**config.mk**
```make
export PLATFORM = sky130hd
export DESIGN_NAME = des_perm_engine
export DESIGN_NICKNAME = d
export VERILOG_FILES = /design/src/rtl/des_perm_engine.sv
export SDC_FILE = /design/constraint.sdc
export NUM_CORES = 1
export LEC_CHECK = 0
export CAP_MARGIN = 20
export CORE_MARGIN = 2
export CORE_UTILIZATION = 44
export CTS_CLUSTER_DIAMETER = 50
export DETAILED_ROUTE_END_ITERATION = 8
export PLACE_DENSITY = 0.74
export SLEW_MARGIN = 20
export SYNTH_ARGS = -nofsm -noshare
export SYNTH_HDL_FRONTEND = slang
export SYNTH_SLANG_ARGS = --single-unit
export TNS_END_PERCENT = 5
```
**constraint.sdc**
```tcl
create_clock -name clk -period 4.2 [get_ports clk]
set_input_delay 0.84 -clock clk [delete_from_list [all_inputs] [get_ports clk]]
set_output_delay 0.84 -clock clk [all_outputs]
set_load 0.05 [all_outputs]
```
**src/rtl/des_perm_engine.sv**
```systemverilog
// -----------------------------------------------------------------------------
// des_perm_engine
//
// Sequential DES bit-permutation engine. Produces the Initial Permutation (IP)
// or, when built with DES_PERM_INV_EN, optionally its inverse (IP^-1) of a
// 64-bit block, BITS_PER_CYCLE output bits per clock.
//
// Configuration macro:
//   DES_PERM_INV_EN  - defined: IP^-1 table built, in_mode selects IP/IP^-1.
//                      undefined: only IP, in_mode ignored, ports unchanged.
//
// Parameters:
//   BITS_PER_CYCLE   - output bits produced per cycle (1,2,4,8,16,32,64).
//
// Ports:
//   clk        - clock, rising edge
//   rst        - asynchronous active-high reset
//   in_valid   - in_data/in_mode valid
//   in_ready   - engine accepts a block this cycle (combinational)
//   in_data    - source block, DES bit 1 = in_data[63], bit 64 = in_data[0]
//   in_mode    - 0 = IP, 1 = IP^-1
//   out_valid  - out_data holds a completed block (registered)
//   out_ready  - downstream accepts out_data
//   out_data   - permuted block, same bit numbering (registered)
//   busy       - engine not idle (registered)
// -----------------------------------------------------------------------------
module des_perm_engine #(
  parameter int BITS_PER_CYCLE = 8
) (
  input  logic        clk,
  input  logic        rst,
  input  logic        in_valid,
  output logic        in_ready,
  input  logic [63:0] in_data,
  input  logic        in_mode,
  output logic        out_valid,
  input  logic        out_ready,
  output logic [63:0] out_data,
  output logic        busy
);

  localparam int NCHUNK = 64 / BITS_PER_CYCLE;
  localparam int CW     = (NCHUNK > 1) ? $clog2(NCHUNK) : 1;
  localparam logic [CW-1:0] LAST_CNT = CW'(NCHUNK - 1);

  generate
    if ((BITS_PER_CYCLE != 1) && (BITS_PER_CYCLE != 2) && (BITS_PER_CYCLE != 4) &&
        (BITS_PER_CYCLE != 8) && (BITS_PER_CYCLE != 16) && (BITS_PER_CYCLE != 32) &&
        (BITS_PER_CYCLE != 64)) begin : g_bad_bits_per_cycle
      $error("des_perm_engine: BITS_PER_CYCLE must be 1,2,4,8,16,32 or 64");
    end
  endgenerate

  // Table entry i holds the DES source bit number for DES output bit i+1.
  localparam logic [6:0] IP_TAB [64] = '{
    7'd58, 7'd50, 7'd42, 7'd34, 7'd26, 7'd18, 7'd10, 7'd2,
    7'd60, 7'd52, 7'd44, 7'd36, 7'd28, 7'd20, 7'd12, 7'd4,
    7'd62, 7'd54, 7'd46, 7'd38, 7'd30, 7'd22, 7'd14, 7'd6,
    7'd64, 7'd56, 7'd48, 7'd40, 7'd32, 7'd24, 7'd16, 7'd8,
    7'd57, 7'd49, 7'd41, 7'd33, 7'd25, 7'd17, 7'd9,  7'd1,
    7'd59, 7'd51, 7'd43, 7'd35, 7'd27, 7'd19, 7'd11, 7'd3,
    7'd61, 7'd53, 7'd45, 7'd37, 7'd29, 7'd21, 7'd13, 7'd5,
    7'd63, 7'd55, 7'd47, 7'd39, 7'd31, 7'd23, 7'd15, 7'd7
  };

  // DES bit n lives at vector index 64-n; the 6-bit cast folds that mapping.
  function automatic logic [63:0] ip_perm(input logic [63:0] src);
    logic [63:0] res;
    res = 64'd0;
    for (int i = 0; i < 64; i++) begin
      res[63-i] = src[6'(7'd64 - IP_TAB[i])];
    end
    return res;
  endfunction

`ifdef DES_PERM_INV_EN
  localparam logic [6:0] INV_TAB [64] = '{
    7'd40, 7'd8,  7'd48, 7'd16, 7'd56, 7'd24, 7'd64, 7'd32,
    7'd39, 7'd7,  7'd47, 7'd15, 7'd55, 7'd23, 7'd63, 7'd31,
    7'd38, 7'd6,  7'd46, 7'd14, 7'd54, 7'd22, 7'd62, 7'd30,
    7'd37, 7'd5,  7'd45, 7'd13, 7'd53, 7'd21, 7'd61, 7'd29,
    7'd36, 7'd4,  7'd44, 7'd12, 7'd52, 7'd20, 7'd60, 7'd28,
    7'd35, 7'd3,  7'd43, 7'd11, 7'd51, 7'd19, 7'd59, 7'd27,
    7'd34, 7'd2,  7'd42, 7'd10, 7'd50, 7'd18, 7'd58, 7'd26,
    7'd33, 7'd1,  7'd41, 7'd9,  7'd49, 7'd17, 7'd57, 7'd25
  };

  function automatic logic [63:0] inv_perm(input logic [63:0] src);
    logic [63:0] res;
    res = 64'd0;
    for (int i = 0; i < 64; i++) begin
      res[63-i] = src[6'(7'd64 - INV_TAB[i])];
    end
    return res;
  endfunction
`endif

  typedef enum logic [1:0] {
    IDLE = 2'd0,
    RUN  = 2'd1,
    DONE = 2'd2
  } state_t;

  state_t          state_r;
  logic [CW-1:0]   cnt_r;
  logic [63:0]     src_r;
  logic [63:0]     perm_s;
  logic            accept_s;

`ifdef DES_PERM_INV_EN
  logic            mode_r;

  // Permuted view of the latched block, table chosen by the latched mode.
  always_comb begin
    perm_s = 64'd0;
    if (mode_r) begin
      perm_s = inv_perm(src_r);
    end else begin
      perm_s = ip_perm(src_r);
    end
  end

  // Latch the mode with the block so it governs the whole permutation.
  always_ff @(posedge clk or posedge rst) begin
    if (rst) begin
      mode_r <= 1'b0;
    end else if (accept_s) begin
      mode_r <= in_mode;
    end
  end
`else
  logic            unused_mode_s;
  assign unused_mode_s = in_mode;

  // Only the forward table exists in this build.
  always_comb begin
    perm_s = ip_perm(src_r);
  end
`endif

  // Ready in IDLE, or in DONE when the finished block leaves this same cycle.
  always_comb begin
    case (state_r)
      IDLE:    in_ready = 1'b1;
      DONE:    in_ready = out_ready;
      default: in_ready = 1'b0;
    endcase
  end

  assign accept_s = in_valid & in_ready;

  // Capture the source block on every accept.
  always_ff @(posedge clk or posedge rst) begin
    if (rst) begin
      src_r <= 64'd0;
    end else if (accept_s) begin
      src_r <= in_data;
    end
  end

  // Control FSM: chunked write-out of the permuted block and output handshake.
  always_ff @(posedge clk or posedge rst) begin
    if (rst) begin
      state_r   <= IDLE;
      cnt_r     <= {CW{1'b0}};
      out_data  <= 64'd0;
      out_valid <= 1'b0;
      busy      <= 1'b0;
    end else begin
      case (state_r)
        IDLE: begin
          if (accept_s) begin
            cnt_r   <= {CW{1'b0}};
            state_r <= RUN;
            busy    <= 1'b1;
          end
        end
        RUN: begin
          for (int c = 0; c < NCHUNK; c++) begin
            if (cnt_r == CW'(c)) begin
              out_data[c*BITS_PER_CYCLE +: BITS_PER_CYCLE] <= perm_s[c*BITS_PER_CYCLE +: BITS_PER_CYCLE];
            end
          end
          // Hold cnt on the last chunk so it never wraps by overflow.
          if (cnt_r == LAST_CNT) begin
            state_r   <= DONE;
            out_valid <= 1'b1;
          end else begin
            cnt_r <= cnt_r + CW'(1);
          end
        end
        DONE: begin
          if (out_ready) begin
            out_valid <= 1'b0;
            if (accept_s) begin
              // Transfer and new accept in the same cycle.
              cnt_r   <= {CW{1'b0}};
              state_r <= RUN;
            end else begin
              state_r <= IDLE;
              busy    <= 1'b0;
            end
          end
        end
        default: begin
          state_r   <= IDLE;
          cnt_r     <= {CW{1'b0}};
          out_valid <= 1'b0;
          busy      <= 1'b0;
        end
      endcase
    end
  end

endmodule

```
==> flow_metrics.py <==
metrics = {
    "setup_path": {
        "r2r_cells": 3,
        "crit_start": "out_ready",
        "crit_type": "in -> out",
        "endpoint": "in_ready",
        "end_kind": "output port",
        "setup.worst_path.start_class": "input pin",
        "r2r_end": "out_data[18]",
        "cp.arrival_ns": 2.34,
        "crit_required_ns": 3.36,
        "timing.rr.start": "state_r[0]",
        "worstPathMaxFanout": 3,
        "reg2reg_slack_ns": 2.16,
    },
    "detailed_routing": {
        "via_count": 3067,
        "antenna_left": 0,
        "viasPerCell": 4.955,
        "first_iter_violations": 175,
        "wl_per_cell_um": 17.02,
        "first_pass_iters": 7,
        "remaining_drc_errors": 0,
        "drt_wl_total_mm": 10.53,
    },
    "power": {
        "seqPwrFrac_pct": 33.7,
        "peakVddDrop_mv": 0.4780,
        "p_comb_share_pct": 45.9,
        "p_per_area_nw_per_um2": 925.5,
        "intPower_mw": 4.294,
        "switching_share_pct": 37.68,
        "leakage_nw": 3.260,
        "p_clk_share_pct": 20.4,
        "netSwitchingPower_mw": 2.596,
    },
    "synth": {
        "ys_seq_area_share_pct": 62.37,
        "ys_seq_elements": 135,
        "ys_types": 27,
        "synthAdderAreaFrac_pct": 1.386,
        "synth.most_common_cell": "dfrtp_1",
        "synth_top_family_by_area": "multiplexers",
        "synthXorXnorAreaFrac_pct": 0.1617,
        "synth_ff_type": "dfrtp_1",
        "ys_async_sr_fraction_pct": 100.0,
        "syn-cell-area_sq_um": 5416,
        "syn_inst": 318,
        "synth_top_area_share_pct": 62.37,
        "syn_nets": 393,
        "netlist_top_cells_count": "dfrtp_1, mux2_2, mux2_4",
        "synth.avg_cell_area_sq_um": 17.03,
        "synthSimpleGateAreaFrac_pct": 1.917,
        "synth_compound_area_share_pct": 1.502,
        "synth_edf_count": 0,
        "synth_mux_area_share_pct": 30.19,
        "synth_warnings": 0,
        "synth_area_leaders": "dfrtp_1, mux2_2, mux2_4",
        "yosys.area.top_type": "dfrtp_1",
    },
    "floorplanning": {
        "die-area_sq_um": 13210,
        "start_util_pct": 45.09,
        "core_sq_um": 12010,
        "pin_count": 136,
        "die_w_um": 115.0,
        "fp-row-count": 40,
        "die_y_um": 115.0,
    },
    "layout": {
        "area_delta_synth_final_pct": 37.45,
        "drive_gt1_share_pct": 34.53,
        "antenna_cells": 0,
        "fill_cells": 895,
        "ff_latch_area_sq_um": 3378,
        "final_util_pct": 61.98,
        "multi_input_area_sq_um": 1904,
        "final_nets": 537,
    },
    "timing": {
        "tns_ns": 0,
        "rsz0062_at_grt": "false",
        "relSlewSlack_pct": 48.60,
        "fin_worst_skew_ns": 0.005595,
        "setup_viol": 0,
        "fin_crit_sh_pct": 75.68,
        "final_hold_viol_count": 0,
        "drv_slew": 0,
        "min_period_ns": 3.178,
        "fmax_ghz": 0.3146,
        "tightest_slew_ns": 0.7668,
    },
    "worst_hold_path": {
        "worstHoldPathType": "reg -> reg",
        "min_from": "out_data[62]",
    },
    "grt": {
        "grt_first_pass_wirelength_mm": 17.36,
        "grt_pass1_vias": 3464,
        "antenna_found_initial": 0,
        "grt_max_degree": 76,
        "grt.overflow.total": 0,
        "grt_use_total_pct": 17.28,
    },
    "placed_design": {
        "hpwl_mm": 7.115,
        "portBuffers": 134,
        "place_congestion": 0.7936,
    },
    "clock_network": {
        "htreeDepth": 4,
        "cts_tree": "built",
        "worstSkewPairLatency_ns": 0.41,
        "clockBufferDepth": 2,
        "clk_pin_slew_ns": 0.05,
        "cts_resized": 0,
        "cts_buffers": 17,
        "post_cts_buffers": 0,
        "cts-root-buf": "clkbuf_16",
        "cts.sinks": 135,
        "cts_hold_buf": 0,
    },
    "run_status": {
        "outcome": "completed",
    },
    "job": {
        "maxCapViolCount": 0,
    },
}
## worst min path at each step
stage	to	cells after the start
2_1_floorplan	src_r[49]	1
3_3_place_gp	out_data[27]	1
3_5_place_dp	src_r[29]	1
4_1_cts	out_data[30]	1
5_1_grt	out_data[30]	1
6_report	out_data[62]	1
## cells in the final DEF, fill, tap and decap left out, types with 2 or more instances in the layout
| cell | synthesis | final |
|---|---|---|
| buf_4 | 4 | 2 |
| a21oi_1 | 4 | 4 |
| inv_1 | 6 | 5 |
| buf_12 | 0 | 2 |
| o21ai_0 | 4 | 4 |
| nand2_1 | 2 | 2 |
| mux2_2 | 79 | 79 |
| nand2b_1 | 2 | 2 |
| clkdlybuf4s50_1 | 0 | 134 |
| nand3_2 | 2 | 2 |
| dfrtp_1 | 135 | 135 |
| clkbuf_1 | 1 | 5 |
| clkbuf_8 | 0 | 3 |
| a22o_1 | 2 | 2 |
| bufinv_16 | 0 | 2 |
| ha_1 | 6 | 6 |
| and3_1 | 2 | 2 |
| clkinv_2 | 0 | 2 |
| mux2_4 | 49 | 49 |
| clkbuf_16 | 0 | 17 |
| nand2_2 | 2 | 2 |
## per-layer routing
layer | track usage, % | vias up | routed length (um)
li1 | - | 1395 | -
met1 | 20.49 | 1568 | 4410
met3 | 8.803 | 12 | 844
met5 | 0 | - | 0
met2 | 27.37 | 92 | 5156
met4 | 5.863 | 0 | 121
## per-stage QoR
stage / total power [mW] / instances / hold slack [ns] / cell area (sq um) / setup slack (ns)
3_3_place_gp: 5.423 / 590 / 0.4833 / 6889 / 1.018
2_1_floorplan: 4.563 / 318 / 0.4749 / 5420 / 1.681
5_1_grt: 7.251 / 619 / 0.5113 / 7445 / 0.9556
6_report: 6.890 / 619 / 0.5018 / 7445 / 1.022
4_1_cts: 6.971 / 619 / 0.5057 / 7445 / 1.011
3_5_place_dp: 5.524 / 590 / 0.4890 / 6889 / 1.018
## worst max-delay path, cell delays in order
cell	delay (ns)
clkdlybuf4s50_1	0.47
inv_1	0.07
a21oi_1	0.14
clkdlybuf4s50_1	0.82
## area by class of cell
cell class,instances,area share [%]
clock buffer,25,6.521
inverter,6,0.3529
multi-input combinational,164,25.58
sequential,135,45.38
timing repair buffer,138,18.76
clock inverter,4,0.9412
tap,147,2.471
## sequential cells by signal, summed over array words and instances (netlist names)
register,cells
out_data,64
out_valid,1
src_r,64
cnt_r,3
busy,1
state_r,2
## power by group through the flow
stage / clock network, mW / logic (mW) / registers, mW
final: 1.41 / 3.16 / 2.32
after global routing: 1.50 / 3.34 / 2.41
after CTS: 1.44 / 3.20 / 2.33
after detailed placement: 0 / 3.18 / 2.34
after global placement: 0 / 3.13 / 2.29
after floorplan: 0 / 1.21 / 3.36
## logic make-up (layout without fill, tap and decap cells)
family,Yosys count,in the layout
mux,129,129
buf+inv,19,173
xor+xnor,1,1
flops,135,135
simple gates,15,15
fa+ha+maj,6,6
compound gates,13,13
Power figures use the tool's default switching activity.
